==> config.mk <==
export PLATFORM = sky130hd
export DESIGN_NAME = apb_cfg_seq
export DESIGN_NICKNAME = d
export VERILOG_FILES = /design/src/rtl/apb_cfg_seq.sv
export SDC_FILE = /design/constraint.sdc
export NUM_CORES = 1
export LEC_CHECK = 0
export BUFFER_PORTS_ARGS = -buffer_cell sky130_fd_sc_hd__buf_2
export CAP_MARGIN = 0
export CELL_PAD_IN_SITES_DETAIL_PLACEMENT = 2
export CELL_PAD_IN_SITES_GLOBAL_PLACEMENT = 2
export CORE_MARGIN = 2
export CORE_UTILIZATION = 20
export CTS_CLUSTER_DIAMETER = 50
export CTS_CLUSTER_SIZE = 8
export DETAILED_ROUTE_END_ITERATION = 6
export PLACE_DENSITY = 0.88
export SYNTH_ARGS = -nofsm -noshare
export SYNTH_HDL_FRONTEND = slang
export SYNTH_SLANG_ARGS = --single-unit
==> constraint.sdc <==
create_clock -name clk -period 3.4 [get_ports clk]
set_input_delay 0 -clock clk [delete_from_list [all_inputs] [get_ports clk]]
set_output_delay 0 -clock clk [all_outputs]
set_load 0.005 [all_outputs]
==> src/rtl/apb_cfg_seq.sv <==
// apb_cfg_seq: APB requester that replays a fixed table of register writes,
// optionally reading each one back and comparing, and reports completion and
// the first failing entry. Intended to load pad drive/slew/pull settings from
// the boot controller without CPU involvement.
//
// state       | meaning
// ------------+----------------------------------------------------------
// S_IDLE      | bus idle, waiting for start; done/err flags hold
// S_WR_SETUP  | write setup phase for entry idx (psel=1, penable=0)
// S_WR_ACCESS | write access phase, waiting for pready or timeout
// S_RD_SETUP  | read-back setup phase for entry idx
// S_RD_ACCESS | read-back access phase, compare prdata on pready
// S_FINISH    | one bus-idle cycle before done is raised
module apb_cfg_seq #(
  parameter int N_ENTRIES = 8,
  parameter bit VERIFY    = 1'b1,
  parameter int TIMEOUT   = 15,
  parameter int IDX_W     = (N_ENTRIES > 1) ? $clog2(N_ENTRIES) : 1
) (
  input  logic                    clk,
  input  logic                    rst,
  input  logic                    start,
  input  logic [N_ENTRIES*20-1:0] tbl_addr,
  input  logic [N_ENTRIES*32-1:0] tbl_data,
  output logic                    busy,
  output logic                    done,
  output logic                    err,
  output logic [1:0]              err_code,
  output logic [IDX_W-1:0]        err_index,
  output logic                    apbm_psel,
  output logic                    apbm_penable,
  output logic                    apbm_pwrite,
  output logic [19:0]             apbm_paddr,
  output logic [31:0]             apbm_pwdata,
  input  logic [31:0]             apbm_prdata,
  input  logic                    apbm_pready,
  input  logic                    apbm_pslverr
);

  // Counter holds the number of ACCESS cycles already spent without pready,
  // so it never needs to exceed TIMEOUT-1.
  localparam int CNT_W = (TIMEOUT > 1) ? $clog2(TIMEOUT) : 1;
  localparam logic [CNT_W-1:0] CNT_LAST = CNT_W'(TIMEOUT - 1);
  localparam logic [IDX_W-1:0] IDX_LAST = IDX_W'(N_ENTRIES - 1);

  localparam logic [1:0] CODE_SLVERR  = 2'd1;
  localparam logic [1:0] CODE_MISMATCH = 2'd2;
  localparam logic [1:0] CODE_TIMEOUT = 2'd3;

  typedef enum logic [2:0] {
    S_IDLE,
    S_WR_SETUP,
    S_WR_ACCESS,
    S_RD_SETUP,
    S_RD_ACCESS,
    S_FINISH
  } state_t;

  state_t            state_q;
  logic [IDX_W-1:0]  idx_q;
  logic [CNT_W-1:0]  cnt_q;
  logic              busy_q;
  logic              done_q;
  logic              err_q;
  logic [1:0]        err_code_q;
  logic [IDX_W-1:0]  err_index_q;
  logic              psel_q;
  logic              penable_q;
  logic              pwrite_q;
  logic [19:0]       paddr_q;
  logic [31:0]       pwdata_q;

  logic [IDX_W-1:0]  idx_d;
  logic [IDX_W-1:0]  sel_idx;
  logic [19:0]       sel_addr;
  logic [31:0]       sel_data;
  logic [31:0]       cur_data;
  logic              xfer_ok;
  logic              xfer_fail;
  logic [1:0]        fail_code;

  // Table lookup: sel_* is the entry the next write setup will load (entry 0
  // from idle, otherwise idx+1); cur_data is the read-back reference.
  always_comb begin
    idx_d    = (idx_q == IDX_LAST) ? '0 : idx_q + 1'b1;
    sel_idx  = (state_q == S_IDLE) ? '0 : idx_d;
    sel_addr = tbl_addr[int'(sel_idx)*20 +: 20];
    sel_data = tbl_data[int'(sel_idx)*32 +: 32];
    cur_data = tbl_data[int'(idx_q)*32 +: 32];
  end

  // Decode the outcome of the current ACCESS cycle; pslverr takes priority
  // over a data mismatch, and neither is looked at without pready.
  always_comb begin
    xfer_ok   = 1'b0;
    xfer_fail = 1'b0;
    fail_code = 2'd0;
    if (state_q == S_WR_ACCESS || state_q == S_RD_ACCESS) begin
      if (apbm_pready) begin
        if (apbm_pslverr) begin
          xfer_fail = 1'b1;
          fail_code = CODE_SLVERR;
        end else if (state_q == S_RD_ACCESS && apbm_prdata != cur_data) begin
          xfer_fail = 1'b1;
          fail_code = CODE_MISMATCH;
        end else begin
          xfer_ok = 1'b1;
        end
      end else if (cnt_q == CNT_LAST) begin
        xfer_fail = 1'b1;
        fail_code = CODE_TIMEOUT;
      end
    end
  end

  // Sequencer FSM with registered status and APB outputs.
  always_ff @(posedge clk) begin
    if (rst) begin
      state_q     <= S_IDLE;
      idx_q       <= '0;
      cnt_q       <= '0;
      busy_q      <= 1'b0;
      done_q      <= 1'b0;
      err_q       <= 1'b0;
      err_code_q  <= 2'd0;
      err_index_q <= '0;
      psel_q      <= 1'b0;
      penable_q   <= 1'b0;
      pwrite_q    <= 1'b0;
      paddr_q     <= '0;
      pwdata_q    <= '0;
    end else begin
      case (state_q)
        S_IDLE: begin
          if (start) begin
            done_q      <= 1'b0;
            err_q       <= 1'b0;
            err_code_q  <= 2'd0;
            err_index_q <= '0;
            idx_q       <= '0;
            busy_q      <= 1'b1;
            psel_q      <= 1'b1;
            penable_q   <= 1'b0;
            pwrite_q    <= 1'b1;
            paddr_q     <= sel_addr;
            pwdata_q    <= sel_data;
            state_q     <= S_WR_SETUP;
          end
        end
        S_WR_SETUP: begin
          penable_q <= 1'b1;
          cnt_q     <= '0;
          state_q   <= S_WR_ACCESS;
        end
        S_RD_SETUP: begin
          penable_q <= 1'b1;
          cnt_q     <= '0;
          state_q   <= S_RD_ACCESS;
        end
        S_WR_ACCESS, S_RD_ACCESS: begin
          if (xfer_fail) begin
            err_q       <= 1'b1;
            err_code_q  <= fail_code;
            err_index_q <= idx_q;
            psel_q      <= 1'b0;
            penable_q   <= 1'b0;
            pwrite_q    <= 1'b0;
            paddr_q     <= '0;
            pwdata_q    <= '0;
            state_q     <= S_FINISH;
          end else if (xfer_ok) begin
            if (state_q == S_WR_ACCESS && VERIFY) begin
              // Read back the same address; paddr is already in place.
              penable_q <= 1'b0;
              pwrite_q  <= 1'b0;
              pwdata_q  <= '0;
              state_q   <= S_RD_SETUP;
            end else if (idx_q == IDX_LAST) begin
              psel_q    <= 1'b0;
              penable_q <= 1'b0;
              pwrite_q  <= 1'b0;
              paddr_q   <= '0;
              pwdata_q  <= '0;
              state_q   <= S_FINISH;
            end else begin
              idx_q     <= idx_d;
              penable_q <= 1'b0;
              pwrite_q  <= 1'b1;
              paddr_q   <= sel_addr;
              pwdata_q  <= sel_data;
              state_q   <= S_WR_SETUP;
            end
          end else begin
            cnt_q <= cnt_q + 1'b1;
          end
        end
        S_FINISH: begin
          busy_q  <= 1'b0;
          done_q  <= 1'b1;
          state_q <= S_IDLE;
        end
        default: begin
          state_q <= S_IDLE;
        end
      endcase
    end
  end

  assign busy         = busy_q;
  assign done         = done_q;
  assign err          = err_q;
  assign err_code     = err_code_q;
  assign err_index    = err_index_q;
  assign apbm_psel    = psel_q;
  assign apbm_penable = penable_q;
  assign apbm_pwrite  = pwrite_q;
  assign apbm_paddr   = paddr_q;
  assign apbm_pwdata  = pwdata_q;

endmodule

After elaboration in Yosys (flattened, before gate mapping)
Index checks and enable logic that the tools add are counted.
- flip-flop bits (word level): 73
- input bits: 453
- $add $sub $neg: 2
- multiply operators: 1
- equality and inequality tests: 18
- shifts and indexed selects: 3
- multiplexer cells: 67
- reduce and logical (&&, ||, !) cells: 18
- operators by type and width (cell ; count):
    256-bit by 9-bit indexed part select with 32-bit output ; 2
    32-bit 2-to-1 mux ; 5
    160-bit by 9-bit indexed part select with 20-bit output ; 1
    20-bit 2-to-1 mux ; 5
    32-bit case mux with 2 select lines ; 1
    20-bit case mux with 2 select lines ; 1
    3-bit 2-to-1 mux ; 13
    32-bit inequality test ; 1
    1-bit 2-to-1 mux ; 22
    2-bit 2-to-1 mux ; 7
    2-bit inequality test, second input constant ; 7
    3-bit case mux with 2 select lines ; 2
    3-bit case mux with 4 select lines ; 1
    3-bit AND reduction ; 4
    1-bit case mux with 2 select lines ; 5
    3-bit == test, second input constant ; 3
    3-bit inequality test, second input constant ; 3
    4-bit 2-to-1 mux ; 2
    4-bit case mux with 2 select lines ; 1
    3-bit by 2-bit == test with 1-bit output, second input constant ; 2
    3-bit by 3-bit multiplier with 6-bit output, second input constant ; 1
    6-bit AND reduction ; 1
    2-bit nonzero test ; 3
    5-bit AND reduction ; 1
    13 further kinds ; 15

Longest topological paths before layout
Gate-level depths: netlist of run 1.
- depth in word-level cells: 10
- mapped depth: 14

Least setup slack after synthesis of run 1
Ideal clock, no wire load.
- kind: register -> register
- start: register idx_q[1]
- end: register paddr_q[4] (netlist: apbm_paddr[4])
- arrival: 3288 ps
- data required time: 3331 ps
- path slack: 43 ps
- stages on the path, launching flop included: 12
- buffers on the path: 4
- path through: dfxtp_1 -> buf_1 -> buf_1 -> clkbuf_1 -> mux2i_1 -> xnor2_1 -> nor4_1 -> nand3_1 -> o21ba_1 -> a2111o_1 -> buf_6 -> o21ai_1
- cells in the longest elaborated chain, start to end: 10
- elaborated cells on any way between the ends: 26
- RTL lines (item ; line ; text):
    start, declared ; 60 ; logic [IDX_W-1:0] idx_q;
    start signal, assigned ; 186 ; idx_q <= idx_d;
    3-bit by 1-bit adder with 3-bit output / 3-bit == test (equally long branches) ; 85, 178 ;
    3-bit 2-to-1 mux ; 85 ; idx_d = (idx_q == IDX_LAST) ? '0 : idx_q + 1'b1;
    3-bit 2-to-1 mux ; 86 ; sel_idx = (state_q == S_IDLE) ? '0 : idx_d;
    3-bit by 3-bit multiplier with 6-bit output ; 87 ; sel_addr = tbl_addr[int'(sel_idx)*20 +: 20];
    160-bit by 9-bit indexed part select with 20-bit output ; 87 ;
    20-bit 2-to-1 mux ; 178 ; end else if (idx_q == IDX_LAST) begin
    20-bit 2-to-1 mux ; 172 ; if (state_q == S_WR_ACCESS && VERIFY) begin
    20-bit 2-to-1 mux ; 171 ; end else if (xfer_ok) begin
    20-bit 2-to-1 mux ; 161 ; if (xfer_fail) begin
    20-bit case mux with 2 select lines ; 133 ; case (state_q)
    end signal, assigned ; 145 ; paddr_q <= sel_addr;
    end signal, assigned ; 189 ; paddr_q <= sel_addr;
    end, declared ; 70 ; logic [19:0] paddr_q;
Parallel ways exist; a longest one is shown, timed or not. The select of a mux whose other input is x is not followed.
A chain may end at the register's enable or synchronous reset.

Final worst setup path of run 1
- start: register idx_q[0]
- end: register pwdata_q[8] (netlist: apbm_pwdata[8])
- cells in the longest elaborated chain, start to end: 9
- elaborated cells on any way between the ends: 24
- RTL lines (item ; line ; text):
    3-bit by 1-bit adder with 3-bit output, or another cell as far along ; 85 ;
    3-bit 2-to-1 mux / 32-bit inequality test (equally long branches) ; 85, 103 ;
    3-bit 2-to-1 mux / 1-bit logical AND (equally long branches) ; 86, 103 ;
    256-bit by 9-bit indexed part select with 32-bit output / 1-bit 2-to-1 mux (equally long branches) ; 88, 103 ;
    32-bit 2-to-1 mux / 1-bit 2-to-1 mux (equally long branches) ; 178, 100 ;
    32-bit 2-to-1 mux / 1-bit 2-to-1 mux (equally long branches) ; 172, 99 ;
    32-bit 2-to-1 mux / 1-bit 2-to-1 mux (equally long branches) ; 171, 98 ;
    32-bit 2-to-1 mux / 3-bit inequality test (equally long branches) ; -- ;
    32-bit case mux with 2 select lines / 3-bit AND reduction (equally long branches) ; -- ;
    end signal, assigned ; 146 ; pwdata_q <= sel_data;
    end signal, assigned ; 190 ; pwdata_q <= sel_data;
    end, declared ; 71 ; logic [31:0] pwdata_q;
Parallel ways exist; a longest one is shown, timed or not. The select of a mux whose other input is x is not followed.

==> flow_summary.yaml, run 1 <==
final_layout:
  layout.cells.non_filler: 2204
  num-nets-final: 2110
  final_common_cell: "buf_2"
  area_growth_pct: 49.33
  final_cell_mix: "buf_2, nand2_1, mux2i_1, nand3_1, dfxtp_1"
  drive_above_1_share_pct: 42.88
clock_network:
  htreeDepth: 3
  cts_buffers: 9
  cts.path.max_buffers: 2
  clkTransAtPathRegs_ns: 0.07
  insertion_delay_ns: 0.37
  cts_tree: "built"
  root_buffer: "clkbuf_16"
  clock-sinks: 73
global_routing:
  grt_antenna_before_repair: 14
  grtUsageMet2_pct: 45.38
  grt_usage_pct: 25.31
  grt_overflow_total: 0
  met3_usage_pct: 4.373
  grt_pass1_vias: 13030
  met1_usage_pct: 29.85
  grt_start_max_net_pins: 70
  grt_pass1_wl_mm: 83.23
  top_usage_layer: "met2"
floorplanning:
  die-area_um2: 43700
  rows: 75
  io_pins: 516
  die_h_um: 209.0
  floorplan.initialDensity_pct: 20.13
  core-area_um2: 41760
  fp.dieW_um: 209.0
timing:
  period_share_pct: 106.8
  skew_ns: 0.01323
  maxSlewHeadroom_pct: 29.68
  finalCriticalPeriod_ns: 3.632
  slew_violations: 0
  rsz0062_at_grt: "yes"
  final_hold_viol_count: 0
  worst_slack_ns: -0.2325
  setup_viol: 58
  worst_pin_slew_ns: 1.050
  achievable-frequency_mhz: 275.3
yosys:
  synth_top_area_cell: "dfxtp_1"
  ys_warn_count: 0
  async_flop_share_pct: 0
  syn_nets: 1613
  syn-cell-area_um2: 8408
  synth-edff-count: 0
  syn_avg_cell_area_um2: 7.273
  yosysSeqAreaShare_pct: 17.38
  synth_seq_cells: 73
  netlist.area_leader.share_pct: 17.38
  ys.flop_type: "dfxtp_1"
  postSynthCellCount: 1156
  synth_area_leaders: "dfxtp_1, nand2_1, mux2i_1"
  ys_types: 47
placement:
  place.port_buffers: 515
  detailed_place_hpwl_mm: 45.41
  dp.cells: 2173
  gp_congestion: 0.9213
  place_ws_ns: -0.4961
worst_hold_path:
  hold_class: "input port to flip-flop"
worst_setup_path:
  crit_path_end_kind: "flip-flop"
  cp-start-kind: "flip-flop"
  cp_max_fo: 29
  cp_data_arrival_time_ns: 3.92
  crit_type: "flip-flop to flip-flop"
  critPathRequiredTime_ns: 3.68
detailed_routing:
  postRouteAntennaNets: 0
  route.vias.total: 11700
  first_iter_violations: 659
  routedWlPerCell_um: 25.90
  routed_wl_mm: 57.08
  drt_pass1_iterations: 7
  avgViaCountPerCell: 5.307
  drc: 0
outcome:
  violations: "setup timing"
  status: "finished with violations"
power_and_ir_drop:
  p_leak_uw: 0.005451
  power_density_nw_per_um2: 291.9
  power_uw: 3665
  peakVddDrop_mv: 0.2256
job:
  max-cap-violations: 0
synthesized netlist by cell type (3+ instances only):
library cell and count:
mux2i_1 102, mux2_2 22, ha_1 4, o21bai_1 3, a21oi_1 10, a41oi_1 18
a31oi_1 38, nand4_1 5, nor2b_1 16, a22o_1 4, buf_6 7, a32o_1 3
dfxtp_1 73, a211oi_1 13, nand2_1 337, a311oi_1 20, inv_1 5, clkbuf_1 83
a22oi_1 3, o21ai_1 50, a221oi_1 35, xnor2_1 23, nand2b_1 8, mux4_2 40
o21ai_0 10, nor3_1 9, buf_2 9, o22ai_1 29, buf_1 12, or2_2 3
and3_1 21, nor4_1 6, nand3_1 88, nor2_1 22, xor2_1 11
worst max-delay path: stages (launching register included):
cell and delay, ns:
dfxtp_4 0.42, buf_12 0.16, buf_12 0.11, mux4_2 0.49
mux2i_1 0.18, xnor2_1 0.16, nor4_2 0.33, nand2_1 0.10
or4_4 0.46, o21ba_4 0.22, a2111o_2 0.49, buf_12 0.20
o21ai_1 0.18
routing by layer:
| metal | wire, µm | share of wire, % |
|---|---|---|
| met2 | 28690 | 50 |
| met1 | 22880 | 40 |
| met5 | 38 | 0.067 |
| met4 | 1897 | 3.3 |
| met3 | 3576 | 6.3 |
final timing paths:
check                           slack [ns]  cells after the start             end           from
worst max register to register       -0.23                     12  apbm_pwdata[8]       idx_q[0]
worst min register to register        0.45                      2   apbm_paddr[2]  apbm_paddr[2]
worst max-delay path                 -0.23                     12  apbm_pwdata[8]       idx_q[0]
worst min-delay path                  0.05                      3     err_code[1]   apbm_pslverr
area by class of cell:
cell class              instances  area, µm²
well taps                     539      674.4
repair buffers                597       3466
clock buffers                  11      254.0
clock inverters                 5      60.06
fillers                      4972      29200
diodes                          7      17.52
inverters                       5      18.77
multi-input cells             967       6598
flip-flops and latches         73       1468
state kept, by name, indices dropped and copies added, names as in the netlist:
register and flops:
busy 1, cnt_q 4, apbm_pwdata 32, apbm_psel 1, err_index 3, apbm_penable 1
err 1, idx_q 3, apbm_pwrite 1, err_code 2, state_q 3, done 1
apbm_paddr 20
per-stage QoR:
step	utilization (%)	hold WS, ns	instance area, µm²	TNS (ns)
5_1_grt	30.06	0.05616	12550	-16.80
3_5_place_dp	28.77	0.3608	12020	-24.23
2_1_floorplan	-	0.1894	8408	0
6_report	30.07	0.04860	12560	-8.492
4_1_cts	29.75	0.02443	12420	-10.35
3_3_place_gp	28.77	0.3316	12020	-18.73
cell families (layout without fill, tap and decap cells):
| kind of cell | count (synthesis) | in the layout | synth area share, % |
|---|---|---|---|
| other | 0 | 7 | 0 |
| and+or+nand+nor | 521 | 521 | 26.67 |
| muxes | 164 | 164 | 25.80 |
| xor gates and xnor gates | 34 | 34 | 3.542 |
| buffers and inverters | 116 | 618 | 5.938 |
| DFF | 73 | 73 | 17.38 |
| AOI/OAI and AO/OA | 244 | 244 | 20.07 |
| adders and majority gates | 4 | 4 | 0.5953 |
power breakdown:
group          leakage, µW  switching, µW  total [µW]  internal (µW)
logic              0.00470            880        1560            683
clock network     0.000151            465        1080            617
registers         0.000600           68.6        1020            951
timing repair:
action | 4_1_cts | 5_1_grt
gates resized for setup | 3 | 27
endpoints found under the setup margin | 64 | 62
hold buffers | 1 | 0
setup buffers | 4 | 3
gates cloned | 0 | 0
hold endpoints to repair | 1 | 0
pin swaps | 0 | 8
Note: power is estimated with default switching activity, not from simulation.
==> inputs of run 2 (changes only) <==
--- a/config.mk
+++ b/config.mk
@@ -5,16 +5,18 @@
 export SDC_FILE = /design/constraint.sdc
 export NUM_CORES = 1
 export LEC_CHECK = 0
+export ABC_AREA = 1
 export BUFFER_PORTS_ARGS = -buffer_cell sky130_fd_sc_hd__buf_2
 export CAP_MARGIN = 0
 export CELL_PAD_IN_SITES_DETAIL_PLACEMENT = 2
 export CELL_PAD_IN_SITES_GLOBAL_PLACEMENT = 2
 export CORE_MARGIN = 2
-export CORE_UTILIZATION = 20
+export CORE_UTILIZATION = 19
 export CTS_CLUSTER_DIAMETER = 50
 export CTS_CLUSTER_SIZE = 8
 export DETAILED_ROUTE_END_ITERATION = 6
 export PLACE_DENSITY = 0.88
+export SLEW_MARGIN = 20
 export SYNTH_ARGS = -nofsm -noshare
 export SYNTH_HDL_FRONTEND = slang
 export SYNTH_SLANG_ARGS = --single-unit
==> flow_summary.yaml, run 2 <==
timing:
  skew_ns: 0.01114
  setup_viol: 0
  worst_slack_ns: 0.2064
  worst_pin_slew_ns: 0.8865
  fin_setup_tns_ns: 0
  finalCriticalPeriod_ns: 3.194
  final_hold_viol_count: 0
  achievable-frequency_mhz: 313.1
  period_share_pct: 93.93
  slew_violations: 0
  maxSlewHeadroom_pct: 40.90
final_layout:
  final_cell_mix: "nand2_1, buf_2, nand3_1, inv_1, nor2_1"
  area_growth_pct: 38.44
  multi_input_area_um2: 7127
  regArea_um2: 1468
  num-nets-final: 2795
  largest_reg_flops: 32
  final_common_cell: "nand2_1"
  drive_above_1_share_pct: 28.65
  fill_cells: 6718
yosys:
  async_flop_share_pct: 0
  ys.flop_type: "dfxtp_1"
  synth_seq_cells: 73
  synth_top_area_cell: "nand2_1"
  ys_warn_count: 0
  synthTopCellsByCount: "nand2_1, nand3_1, inv_1"
  syn_avg_cell_area_um2: 5.274
  yosysSeqAreaShare_pct: 14.53
  yosysMostFrequentCell: "nand2_1"
  postSynthCellCount: 1907
  synth-edff-count: 0
  synth_area_leaders: "nand2_1, dfxtp_1, nand3_1"
  netlist.area_leader.share_pct: 21.31
  ys_types: 34
  syn_nets: 2364
  syn-cell-area_um2: 10060
worst_setup_path:
  reg2reg_to: "apbm_paddr[18]"
  cpMostUsedCell: "nand2_1"
  r2r_slack_ns: 0.21
  critPathRequiredTime_ns: 3.61
  crit_path_end_kind: "flip-flop"
  cpMaxStageDelayCell: "dfxtp_4"
  crit_end: "apbm_paddr[18]"
  crit_chain: "buf_16 > nand2_1 > nand3_1 > nand3_2 > nand3_1 > nand4_1 > nor2_2 > nand2_1 > nor2_1 > nand2_1 > nand2_1 > nand2_2 > nand2_1 > nand2_2 > nand2_8 > clkinvlp_4 > nand3_1 > a21oi_1"
  ff2ff_path_depth: 18
  cp_max_fo: 45
  cp_data_arrival_time_ns: 3.40
  crit_path_max_incr_delay_ns: 0.44
  cp-start-kind: "flip-flop"
  r2r-start: "idx_q[0]"
  crit_type: "flip-flop to flip-flop"
  crit_start: "idx_q[0]"
detailed_routing:
  postRouteAntennaNets: 0
  drt_pass1_iterations: 5
  routedWlPerCell_um: 23.75
  drc: 0
  first_iter_violations: 746
  avgViaCountPerCell: 5.056
  routed_wl_mm: 72.32
  route.vias.total: 15390
clock_network:
  cts_tree: "built"
  clkTransAtPathRegs_ns: 0.07
  root_buffer: "clkbuf_16"
  htreeDepth: 3
  cts.path.max_buffers: 2
  insertion_delay_ns: 0.37
  cts_buffers: 9
  clock-sinks: 73
floorplanning:
  floorplan.initialDensity_pct: 19.18
  fp.dieW_um: 234.1
  core-area_um2: 52450
  io_pins: 516
  rows: 84
  die-area_um2: 54790
  die_h_um: 234.1
power_and_ir_drop:
  power_switching_uw: 7769
  peakVddDrop_mv: 0.4050
  pwr-share-seq_pct: 10.9
  pwr-share-comb_pct: 81.7
  internal_power_uw: 5085
  p_leak_uw: 0.007178
  power_uw: 12850
  netSwitchingFraction_pct: 60.44
  pwr-share-clk_pct: 7.5
  power_density_nw_per_um2: 923.2
placement:
  place_ws_ns: -0.05290
  gp_congestion: 0.9686
  detailed_place_hpwl_mm: 57.40
  place.port_buffers: 515
global_routing:
  grt_pass1_wl_mm: 103.6
  grt_antenna_before_repair: 21
  grt_start_max_net_pins: 99
  grt_usage_pct: 25.63
  grt_overflow_total: 0
  grt_pass1_vias: 16630
worst_hold_path:
  hold_class: "input port to flip-flop"
outcome:
  status: "complete, no violations"
job:
  max-cap-violations: 0
-- run 2: changes by cell type in the layout (fill, tap and decap cells not counted), moves of 51 or more --
cell       before  now
o21ai_0         4   64
nand2_1       334  564
inv_1           5  208
nand3_1        88  241
o2111ai_1       0   51
a21oi_1        10  126
mux2i_1       101    2
nor2_1         19  174
-- run 2: critical path: cells and delay by family (launching register included) --
family	cells	cell delay (ns)
buf+inv	2	0.40
compound gates	1	0.08
flops	1	0.44
simple gates	15	2.04
-- run 2: cells by family after synthesis --
kind of cell	synth area share (%)
mux	0.1991
fa+ha+maj	0.4977
buf+inv	15.35
compound gates	22.63
flops	14.53
simple gates	46.79
-- run 2: final cells by class --
cell class              count  area share [%]
diodes                     15          0.2696
clock buffers               9           1.618
clock inverters             6          0.3055
inverters                 216           5.904
multi-input cells        1462           51.19
flip-flops and latches     73           10.54
well taps                 688           6.183
repair buffers            573           23.83
repair inverters            3          0.1618
-- run 2: timing repair --
item                                    CTS  global route
setup buffers                             0             0
hold buffers                              3             0
endpoints found under the setup margin   19            40
cloned                                    4             1
gates resized for setup                   9            11
hold endpoints to repair                  3             0
pin swaps                                 0             3
-- run 2: metal layers --
| metal | vias up | track usage [%] | wire length [µm] |
|---|---|---|---|
| li1 | 7185 | - | - |
| met1 | 7430 | 26.52 | 26560 |
| met2 | 602 | 47.70 | 36880 |
| met3 | 169 | 4.073 | 3860 |
| met4 | 8 | 16.59 | 4970 |
| met5 | - | 0 | 49 |
-- run 2: how the worst min path moves through the flow --
| stage | slack, ns | depth (start not counted) | from | endpoint |
|---|---|---|---|---|
| floorplan | 0.19 | 2 | start | busy |
| global placement | 0.37 | 3 | start | busy |
| detailed placement | 0.39 | 3 | start | apbm_psel |
| CTS | 0.12 | 5 | tbl_data[116] | apbm_pwdata[20] |
| global route | 0.18 | 5 | tbl_data[116] | apbm_pwdata[20] |
| finish | 0.15 | 5 | tbl_data[10] | apbm_pwdata[10] |
-- run 2: power groups by stage --
stage,combinational [µW],clock (µW),sequential (µW)
after CTS,10500,1020,1400
after detailed placement,10400,0,1400
after floorplan,6100,0,1380
after global placement,10000,0,1390
after global routing,11500,1030,1440
final,10500,962,1390
-- run 2: per-stage QoR --
stage               util [%]  cell area, µm²  hold slack, ns  cells
finish                 26.55           13920          0.1521   3045
floorplan                  -           10060          0.1856   1907
CTS                    26.36           13820          0.1204   3029
global placement       25.63           13440          0.3704   3007
detailed placement     25.63           13440          0.3881   3007
global route           26.53           13920          0.1750   3042
